[src/rtl/id_ex_pipe_if.sv]
// ID/EX pipeline bundle: decoded ID-stage operands/control in, registered EX-stage state out.
// The slave side belongs to the pipeline register; the master side belongs to the decode/hazard logic.
interface id_ex_pipe_if #(
  parameter int CTRL_W = 16,
  parameter int CNT_W  = 16
);
  logic [31:0]       instr_id;
  logic [31:0]       pc_id;
  logic [31:0]       rs_data_id;
  logic [31:0]       rt_data_id;
  logic [31:0]       imm_id;
  logic [CTRL_W-1:0] ctrl_id;
  logic [1:0]        rfrd_id;
  logic [4:0]        wa_id;
  logic              rfwr_id;
  logic              memrd_id;
  logic              flush_br;
  logic              int_flush;
  logic              hold_ex;
  logic              cnt_clr;

  logic [31:0]       instr_ex;
  logic [31:0]       pc_ex;
  logic [31:0]       rs_data_ex;
  logic [31:0]       rt_data_ex;
  logic [31:0]       imm_ex;
  logic [CTRL_W-1:0] ctrl_ex;
  logic [4:0]        wa_ex;
  logic              rfwr_ex;
  logic              memrd_ex;
  logic              valid_ex;
  logic              stall_if_id;
  logic [CNT_W-1:0]  bubble_cnt;

  modport slave (
    input  instr_id, pc_id, rs_data_id, rt_data_id, imm_id, ctrl_id,
           rfrd_id, wa_id, rfwr_id, memrd_id,
           flush_br, int_flush, hold_ex, cnt_clr,
    output instr_ex, pc_ex, rs_data_ex, rt_data_ex, imm_ex, ctrl_ex,
           wa_ex, rfwr_ex, memrd_ex, valid_ex, stall_if_id, bubble_cnt
  );

  modport master (
    output instr_id, pc_id, rs_data_id, rt_data_id, imm_id, ctrl_id,
           rfrd_id, wa_id, rfwr_id, memrd_id,
           flush_br, int_flush, hold_ex, cnt_clr,
    input  instr_ex, pc_ex, rs_data_ex, rt_data_ex, imm_ex, ctrl_ex,
           wa_ex, rfwr_ex, memrd_ex, valid_ex, stall_if_id, bubble_cnt
  );
endinterface

[src/rtl/id_ex_pipe.sv]
// ID/EX pipeline register with load-use bubble insertion, branch/interrupt squash,
// downstream hold, and a saturating count of load-use bubbles.
module id_ex_pipe #(
  parameter int CTRL_W = 16,
  parameter int CNT_W  = 16
) (
  input  logic         clk,
  input  logic         rst,
  id_ex_pipe_if.slave  bus
);

  logic [4:0] rs_id;
  logic [4:0] rt_id;
  logic       load_use;
  logic       take_bubble;
  logic       take_load;
  logic       lu_bubble;

  function automatic logic [CNT_W-1:0] sat_inc(input logic [CNT_W-1:0] v);
    if (v == {CNT_W{1'b1}}) return v;
    return v + {{(CNT_W-1){1'b0}}, 1'b1};
  endfunction

  // ID stage: hazard detection against the registered EX state
  always_comb begin
    rs_id    = bus.instr_id[25:21];
    rt_id    = bus.instr_id[20:16];
    load_use = bus.valid_ex & bus.memrd_ex & bus.rfwr_ex & (bus.wa_ex != 5'd0) &
               ((bus.rfrd_id[0] & (rs_id == bus.wa_ex)) |
                (bus.rfrd_id[1] & (rt_id == bus.wa_ex)));
  end

  // int_flush overrides hold; hold overrides branch flush and load-use.
  assign take_bubble = bus.int_flush | (~bus.hold_ex & (bus.flush_br | load_use));
  assign take_load   = ~bus.int_flush & ~bus.hold_ex & ~bus.flush_br & ~load_use;
  assign lu_bubble   = ~bus.int_flush & ~bus.hold_ex & ~bus.flush_br & load_use;

  assign bus.stall_if_id = bus.hold_ex | (load_use & ~bus.flush_br & ~bus.int_flush);

  // EX stage boundary
  always_ff @(posedge clk or negedge rst) begin
    if (!rst) begin
      bus.instr_ex   <= '0;
      bus.pc_ex      <= '0;
      bus.rs_data_ex <= '0;
      bus.rt_data_ex <= '0;
      bus.imm_ex     <= '0;
      bus.ctrl_ex    <= '0;
      bus.wa_ex      <= '0;
      bus.rfwr_ex    <= 1'b0;
      bus.memrd_ex   <= 1'b0;
      bus.valid_ex   <= 1'b0;
    end else if (take_bubble) begin
      // pc survives the squash so a faulting/interrupted slot still has an EPC
      bus.instr_ex   <= '0;
      bus.pc_ex      <= bus.pc_id;
      bus.rs_data_ex <= '0;
      bus.rt_data_ex <= '0;
      bus.imm_ex     <= '0;
      bus.ctrl_ex    <= '0;
      bus.wa_ex      <= '0;
      bus.rfwr_ex    <= 1'b0;
      bus.memrd_ex   <= 1'b0;
      bus.valid_ex   <= 1'b0;
    end else if (take_load) begin
      bus.instr_ex   <= bus.instr_id;
      bus.pc_ex      <= bus.pc_id;
      bus.rs_data_ex <= bus.rs_data_id;
      bus.rt_data_ex <= bus.rt_data_id;
      bus.imm_ex     <= bus.imm_id;
      bus.ctrl_ex    <= bus.ctrl_id;
      bus.wa_ex      <= bus.wa_id;
      bus.rfwr_ex    <= bus.rfwr_id & (bus.wa_id != 5'd0);
      bus.memrd_ex   <= bus.memrd_id;
      bus.valid_ex   <= 1'b1;
    end
  end

  always_ff @(posedge clk or negedge rst) begin
    if (!rst)             bus.bubble_cnt <= '0;
    else if (bus.cnt_clr) bus.bubble_cnt <= '0;
    else if (lu_bubble)   bus.bubble_cnt <= sat_inc(bus.bubble_cnt);
  end

endmodule

[src/flat_wrapper.sv]
// flat-port wrapper written by rule: the top's interface ports become plain ports
module id_ex_pipe_flat 
#(
  parameter int CTRL_W = 16,
  parameter int CNT_W  = 16
)
  (clk, rst, bus_instr_id, bus_pc_id, bus_rs_data_id, bus_rt_data_id, bus_imm_id, bus_ctrl_id, bus_rfrd_id, bus_wa_id, bus_rfwr_id, bus_memrd_id, bus_flush_br, bus_int_flush, bus_hold_ex, bus_cnt_clr, bus_instr_ex, bus_pc_ex, bus_rs_data_ex, bus_rt_data_ex, bus_imm_ex, bus_ctrl_ex, bus_wa_ex, bus_rfwr_ex, bus_memrd_ex, bus_valid_ex, bus_stall_if_id, bus_bubble_cnt);
  id_ex_pipe_if #(.CTRL_W(CTRL_W), .CNT_W(CNT_W)) bus_i ();
  input  logic clk;
  input  logic rst;
  input wire logic [$bits(bus_i.instr_id)-1:0] bus_instr_id;
  input wire logic [$bits(bus_i.pc_id)-1:0] bus_pc_id;
  input wire logic [$bits(bus_i.rs_data_id)-1:0] bus_rs_data_id;
  input wire logic [$bits(bus_i.rt_data_id)-1:0] bus_rt_data_id;
  input wire logic [$bits(bus_i.imm_id)-1:0] bus_imm_id;
  input wire logic [$bits(bus_i.ctrl_id)-1:0] bus_ctrl_id;
  input wire logic [$bits(bus_i.rfrd_id)-1:0] bus_rfrd_id;
  input wire logic [$bits(bus_i.wa_id)-1:0] bus_wa_id;
  input wire logic [$bits(bus_i.rfwr_id)-1:0] bus_rfwr_id;
  input wire logic [$bits(bus_i.memrd_id)-1:0] bus_memrd_id;
  input wire logic [$bits(bus_i.flush_br)-1:0] bus_flush_br;
  input wire logic [$bits(bus_i.int_flush)-1:0] bus_int_flush;
  input wire logic [$bits(bus_i.hold_ex)-1:0] bus_hold_ex;
  input wire logic [$bits(bus_i.cnt_clr)-1:0] bus_cnt_clr;
  output wire logic [$bits(bus_i.instr_ex)-1:0] bus_instr_ex;
  output wire logic [$bits(bus_i.pc_ex)-1:0] bus_pc_ex;
  output wire logic [$bits(bus_i.rs_data_ex)-1:0] bus_rs_data_ex;
  output wire logic [$bits(bus_i.rt_data_ex)-1:0] bus_rt_data_ex;
  output wire logic [$bits(bus_i.imm_ex)-1:0] bus_imm_ex;
  output wire logic [$bits(bus_i.ctrl_ex)-1:0] bus_ctrl_ex;
  output wire logic [$bits(bus_i.wa_ex)-1:0] bus_wa_ex;
  output wire logic [$bits(bus_i.rfwr_ex)-1:0] bus_rfwr_ex;
  output wire logic [$bits(bus_i.memrd_ex)-1:0] bus_memrd_ex;
  output wire logic [$bits(bus_i.valid_ex)-1:0] bus_valid_ex;
  output wire logic [$bits(bus_i.stall_if_id)-1:0] bus_stall_if_id;
  output wire logic [$bits(bus_i.bubble_cnt)-1:0] bus_bubble_cnt;
  assign bus_i.instr_id = bus_instr_id;
  assign bus_i.pc_id = bus_pc_id;
  assign bus_i.rs_data_id = bus_rs_data_id;
  assign bus_i.rt_data_id = bus_rt_data_id;
  assign bus_i.imm_id = bus_imm_id;
  assign bus_i.ctrl_id = bus_ctrl_id;
  assign bus_i.rfrd_id = bus_rfrd_id;
  assign bus_i.wa_id = bus_wa_id;
  assign bus_i.rfwr_id = bus_rfwr_id;
  assign bus_i.memrd_id = bus_memrd_id;
  assign bus_i.flush_br = bus_flush_br;
  assign bus_i.int_flush = bus_int_flush;
  assign bus_i.hold_ex = bus_hold_ex;
  assign bus_i.cnt_clr = bus_cnt_clr;
  assign bus_instr_ex = bus_i.instr_ex;
  assign bus_pc_ex = bus_i.pc_ex;
  assign bus_rs_data_ex = bus_i.rs_data_ex;
  assign bus_rt_data_ex = bus_i.rt_data_ex;
  assign bus_imm_ex = bus_i.imm_ex;
  assign bus_ctrl_ex = bus_i.ctrl_ex;
  assign bus_wa_ex = bus_i.wa_ex;
  assign bus_rfwr_ex = bus_i.rfwr_ex;
  assign bus_memrd_ex = bus_i.memrd_ex;
  assign bus_valid_ex = bus_i.valid_ex;
  assign bus_stall_if_id = bus_i.stall_if_id;
  assign bus_bubble_cnt = bus_i.bubble_cnt;
  id_ex_pipe #(.CTRL_W(CTRL_W), .CNT_W(CNT_W)) u_core (.clk(clk), .rst(rst), .bus(bus_i));
endmodule
[config.mk]
export PLATFORM = sky130hd
export DESIGN_NAME = id_ex_pipe_flat
export DESIGN_NICKNAME = d
export VERILOG_FILES = /design/src/rtl/id_ex_pipe_if.sv /design/src/rtl/id_ex_pipe.sv /design/src/flat_wrapper.sv
export SDC_FILE = /design/constraint.sdc
export NUM_CORES = 1
export LEC_CHECK = 0
export ABC_AREA = 0
export ABC_CLOCK_PERIOD_IN_PS = 2700
export BUFFER_PORTS_ARGS = -buffer_cell sky130_fd_sc_hd__buf_4
export CAP_MARGIN = 20
export CORE_AREA = 2 2 153 155
export DETAILED_ROUTE_END_ITERATION = 8
export DIE_AREA = 0 0 155 157
export GPL_ROUTABILITY_DRIVEN = 0
export HOLD_SLACK_MARGIN = 0.15
export PLACE_DENSITY = 0.59
export SYNTH_ARGS = -nofsm -noshare
export SYNTH_HDL_FRONTEND = slang
export SYNTH_SLANG_ARGS = --single-unit
export TNS_END_PERCENT = 50
[constraint.sdc]
create_clock -name clk -period 2.7 [get_ports clk]
set_input_delay 0.54 -clock clk [delete_from_list [all_inputs] [get_ports clk]]
set_output_delay 0.54 -clock clk [all_outputs]
set_load 0.01 [all_outputs]
# ---- After elaboration in Yosys (flattened, before gate mapping)
# Cells that the tools add are included.
# W data, S select, Z words.
dict set report op_classes {
  addsub 1
  n_eq_ne 4
  mux 26
  bitwise 22
  reduce_logical 5
}
# op count
set op_table {}
lappend op_table {{$mux W32} 10}
lappend op_table {{$mux W16} 5}
lappend op_table {{$add A16 B1 Y16 const B} 1}
lappend op_table {{$eq A16 B16 Y1 const B} 1}
lappend op_table {{$and A1 B1 Y1} 14}
lappend op_table {{$eq A5 B5 Y1} 2}
lappend op_table {{$mux W5} 2}
lappend op_table {{$reduce_bool A5 Y1} 2}
lappend op_table {{$mux W1} 9}
lappend op_table {{$not A1 Y1} 4}
lappend op_table {{$or A1 B1 Y1} 4}
lappend op_table {{$reduce_bool A2 Y1} 2}
lappend op_table {{$ne A3 B3 Y1 const B} 1}
lappend op_table {{$reduce_and A2 Y1} 1}
dict set report totals {
  register_bits 200
  inputBits 191
  output_inout_bits 201
  word_cells 69
}

# ---- Longest topological paths before layout
dict set report logic_depth {
  word_depth 10
  mapped_depth 8
  ltp_nobuf 6
}

# ---- Worst setup path before layout
# No wires, ideal clock.
dict set report synth_path {
  path_kind {input -> output}
  start {input bus_instr_id[18]}
  end {output bus_stall_if_id}
  arrival_ns 2.025
  required_time_ns 2.160
  setup_slack_ns 0.135
  cell_stages 6
  n_path_buf 2
  path_cell_list {xor2_1 nor4_2 a32oi_2 buf_6 clkbuf_1 o41ai_1}
}
dict set report synth_via {
  elab_chain_len 7
}
# item line
set synth_lines {}
lappend synth_lines {{start, declared} flat_wrapper.sv:11} ;# input wire logic [$bits(bus_i.instr_id)-1:0] bus_instr_id;
lappend synth_lines {{$eq A5 B5 Y1} id_ex_pipe.sv:30} ;# (bus.rfrd_id[1] & (rt_id == bus.wa_ex)));
lappend synth_lines {{$and A1 B1 Y1} id_ex_pipe.sv:30}
lappend synth_lines {{$or A1 B1 Y1} id_ex_pipe.sv:29} ;# ((bus.rfrd_id[0] & (rs_id == bus.wa_ex)) |
lappend synth_lines {{$and A1 B1 Y1} id_ex_pipe.sv:28} ;# load_use = bus.valid_ex & bus.memrd_ex & bus.rfwr_ex & (bus.wa_ex != 5'd0) &
lappend synth_lines {{$and A1 B1 Y1 (2 in series)} id_ex_pipe.sv:38} ;# assign bus.stall_if_id = bus.hold_ex | (load_use & ~bus.flush_br & ~bus.int_flush);
lappend synth_lines {{$or A1 B1 Y1} id_ex_pipe.sv:38}
lappend synth_lines {{end, declared} flat_wrapper.sv:35} ;# output wire logic [$bits(bus_i.stall_if_id)-1:0] bus_stall_if_id;
# Every way passes these cells.

# ---- Final worst setup path
dict set report layout_path {
  start {register u_core.bus.wa_ex[3] (netlist name)}
  end {output bus_stall_if_id}
}
dict set report layout_via {
  elab_chain_len 7
  word_cells_on_any_way 11
  cone_classes {eq/ne: 2; bitwise: 8; reduce/logical: 1}
}
# item line
set layout_lines {}
lappend layout_lines {{start, declared} id_ex_pipe_if.sv:40} ;# wa_ex, rfwr_ex, memrd_ex, valid_ex, stall_if_id, bubble_cnt
lappend layout_lines {{start signal, assigned} id_ex_pipe.sv:72} ;# bus.wa_ex <= bus.wa_id;
lappend layout_lines {{$eq A5 B5 Y1 (on tied branches)} {id_ex_pipe.sv:29, id_ex_pipe.sv:30}}
lappend layout_lines {{$and A1 B1 Y1 (on tied branches)} {id_ex_pipe.sv:29, id_ex_pipe.sv:30}}
lappend layout_lines {{$or A1 B1 Y1} id_ex_pipe.sv:29}
lappend layout_lines {{$and A1 B1 Y1 *} id_ex_pipe.sv:28}
lappend layout_lines {{$and A1 B1 Y1 * (2 in series)} id_ex_pipe.sv:38}
lappend layout_lines {{$or A1 B1 Y1 *} id_ex_pipe.sv:38}
# Every way passes the cells marked *; elsewhere a longest branch is shown, timed or not.

==> qor.txt <==
crit path DAT -> 2.08 ns
power density over the cells -> 578 nW/um^2
CTS tree -> yes
Finished Cell Area -> 11700 sq um
CTS Sinks -> 200
Synth Warn # -> 0
most common cell after layout, fill and taps aside -> buf_4
worst-path fanout max -> 5
Tmin final -> 2.62 ns
Netlist cell types -> 35
Final Non-Filler Cells -> 1227
R2R Path Start -> u_core.bus.wa_ex[0]
IO buf count -> 391
IO Pins -> 392
drt wl/cell -> 20.1 um
r2r endpoint -> u_core.bus.rt_data_ex[16]
crit path kind -> flip-flop to output pin
unrepaired setup endpoints after global routing -> yes
outcome -> complete, no violations
dpl cells -> 1193
flops & latches, synth -> 200
largest net degree at the start of global routing -> 62
R2R depth -> 5
Mapped Area -> 7690 sq um
Worst R2R Setup Slack -> 0.38 ns
maximum vdd ir drop -> 347 uV
initial antenna violation count -> 2
nature of the critical path endpoint -> output pin
first-pass GRT wire length -> 37.1 mm
sequential fraction of the synthesis area -> 0.651
GRT Total Usage -> 0.199
post-route ant nets -> 0
chip width -> 155 um
Final Hold Vio Count -> 0
HP Class -> primary input to flip-flop
final WL -> 24.6 mm
Yosys top cell by area -> dfrtp_1
fin crit share -> 0.970
worst hold slack -> 0.317 ns
Detailed Place HPWL -> 18.0 mm
DIE AREA -> 24300 sq um
Synth Area per Inst -> 14.3 sq um
Post-synth top flop -> dfrtp_1
vias in the first global route -> 6298
Startpoint Class -> flip-flop
overall die height -> 157 um
iteration count of the initial detailed-routing pass -> 4
core area -> 22500 sq um
DR vias -> 6127
Clock transition at path regs -> 0.08 ns
max cap viols -> 0
CTS Root Cell -> clkbuf_16
most frequent cells in the layout -> buf_4 (402), dfrtp_1 (197), a22o_1 (150), mux2_2 (38), clkbuf_16 (17)
Yosys top cell area share -> 0.651
area growth from synthesis to layout -> 51.7%
Max Freq -> 382 MHz
Setup crit end -> bus_stall_if_id
worst-case clock buffer depth -> 2
Congestion Overflow GR -> 0
EDFF count, synth -> 0
final setup fails -> 0
clk_skew -> 0.0170 ns
Final Max Slew Viols -> 0
Final #Nets -> 1120
LEAKAGE -> 5.97 nW
Util after Layout -> 0.518
Critical path origin -> u_core.bus.wa_ex[3]
layout cells sized above 1 -> 0.523
H-tree Lvls -> 4
DR iter-0 viols -> 284
Area after DPL -> 11000 sq um
Inserted Clock Buffers -> 17
Worst slew margin -> 0.568
clock latency on the worst-skew pair -> 0.43 ns
Syn Inst Count -> 538
Worst EP required -> 2.16 ns
Syn Nets -> 730
postcts setup bufs -> 0
Avg Vias per Cell -> 4.99
actual slew at the worst max-slew pin -> 0.641 ns
Synth area leaders -> dfrtp_1 (65%), a22o_1 (17%), mux2_2 (5.6%), buf_6 (1.5%), clkbuf_1 (1.1%)
initial core utilization -> 0.342
ys async rst share -> 1.00
std cell rows -> 55
DRC Markers -> 0
==> cell usage after synthesis, drive strengths merged (6+ instances only) <==
| master | instances |
|---|---|
| xor2 | 8 |
| mux2 | 38 |
| nand3 | 6 |
| or4 | 8 |
| nor2b | 6 |
| buf | 18 |
| nor3 | 7 |
| nand2 | 9 |
| a21oi | 9 |
| clkbuf | 23 |
| dfrtp | 200 |
| o31ai | 7 |
| and3 | 6 |
| nand4 | 6 |
| nor2 | 9 |
| a22o | 150 |
==> routing by layer <==
layer	track usage	vias to the layer above	share of wire
met3	0.0680	33	0.077
met5	0	-	0.00041
met4	0.0714	2	0.025
met1	0.250	3023	0.40
li1	-	2843	-
met2	0.323	226	0.49
==> report_power, final <==
part	internal, W	switching, W	total, W
sequential	0.00312	0.0000767	0.00320
combinational	0.000467	0.000372	0.000839
clock	0.00148	0.00123	0.00270
total	0.00506	0.00168	0.00674
==> critical path: stages (launching register included) <==
cell	delay, ns
dfrtp_2	0.45
xor2_1	0.18
nor4_2	0.31
buf_4	0.17
a32oi_2	0.08
o41ai_2	0.30
buf_4	0.17
==> stage by stage <==
step	total power (W)	worst slack, ns	setup TNS, ns
3_5_place_dp	0.00410	0.237	0
6_report	0.00674	0.0807	0
2_1_floorplan	0.00352	0.135	0
5_1_grt	0.00703	-0.0702	-0.0702
4_1_cts	0.00682	0.00410	0
3_3_place_gp	0.00410	0.292	0
==> state kept, by name (all words and copies together), names as in the netlist <==
name,cells
u_core.bus.valid_ex,1
u_core.bus.memrd_ex,1
u_core.bus.wa_ex,5
u_core.bus.rfwr_ex,1
u_core.bus.rs_data_ex,32
u_core.bus.imm_ex,32
u_core.bus.bubble_cnt,16
u_core.bus.ctrl_ex,16
u_core.bus.instr_ex,32
u_core.bus.rt_data_ex,32
u_core.bus.pc_ex,32
==> layout make-up <==
class,count,area [sq um]
flip-flops and latches,200,5010
clock buffers,20,467
well taps,285,357
fillers,2032,10800
multi-input cells,296,2470
inverters,1,3.75
clock inverters,12,153
repair buffers,412,3200
diodes,1,2.50
==> repair_timing <==
action / 4_1_cts / 5_1_grt
hold buffers: 1 / 0
setup endpoints to repair: 1 / 1
gates resized for setup: 4 / 2
hold endpoints to repair: 56 / 0
==> worst min-delay path by stage <==
stage | startpoint | endpoint | slack (ns) | cells past startpoint
finish | bus_imm_id[5] | u_core.bus.imm_ex[5] | 0.32 | 2
CTS | bus_rs_data_id[31] | u_core.bus.rs_data_ex[31] | 0.29 | 2
global placement | u_core.bus.imm_ex[20] | u_core.bus.imm_ex[20] | 0.49 | 1
detailed placement | u_core.bus.ctrl_ex[13] | u_core.bus.ctrl_ex[13] | 0.49 | 1
global route | bus_rs_data_id[31] | u_core.bus.rs_data_ex[31] | 0.29 | 2
floorplan | rst | u_core.bus.bubble_cnt[0] | 0.24 | 0
==> cells by family after synthesis <==
group	count (synthesis)	share of synthesized area
AO/OA/AOI/OAI	176	0.195
XOR/XNOR	10	0.0114
adder cells (fa/ha/maj)	1	0.00163
buffers and inverters	42	0.0316
flip-flops	200	0.651
multiplexers	39	0.0569
AND/OR/NAND/NOR	70	0.0527
No activity file was read; power rests on OpenSTA's default activity.
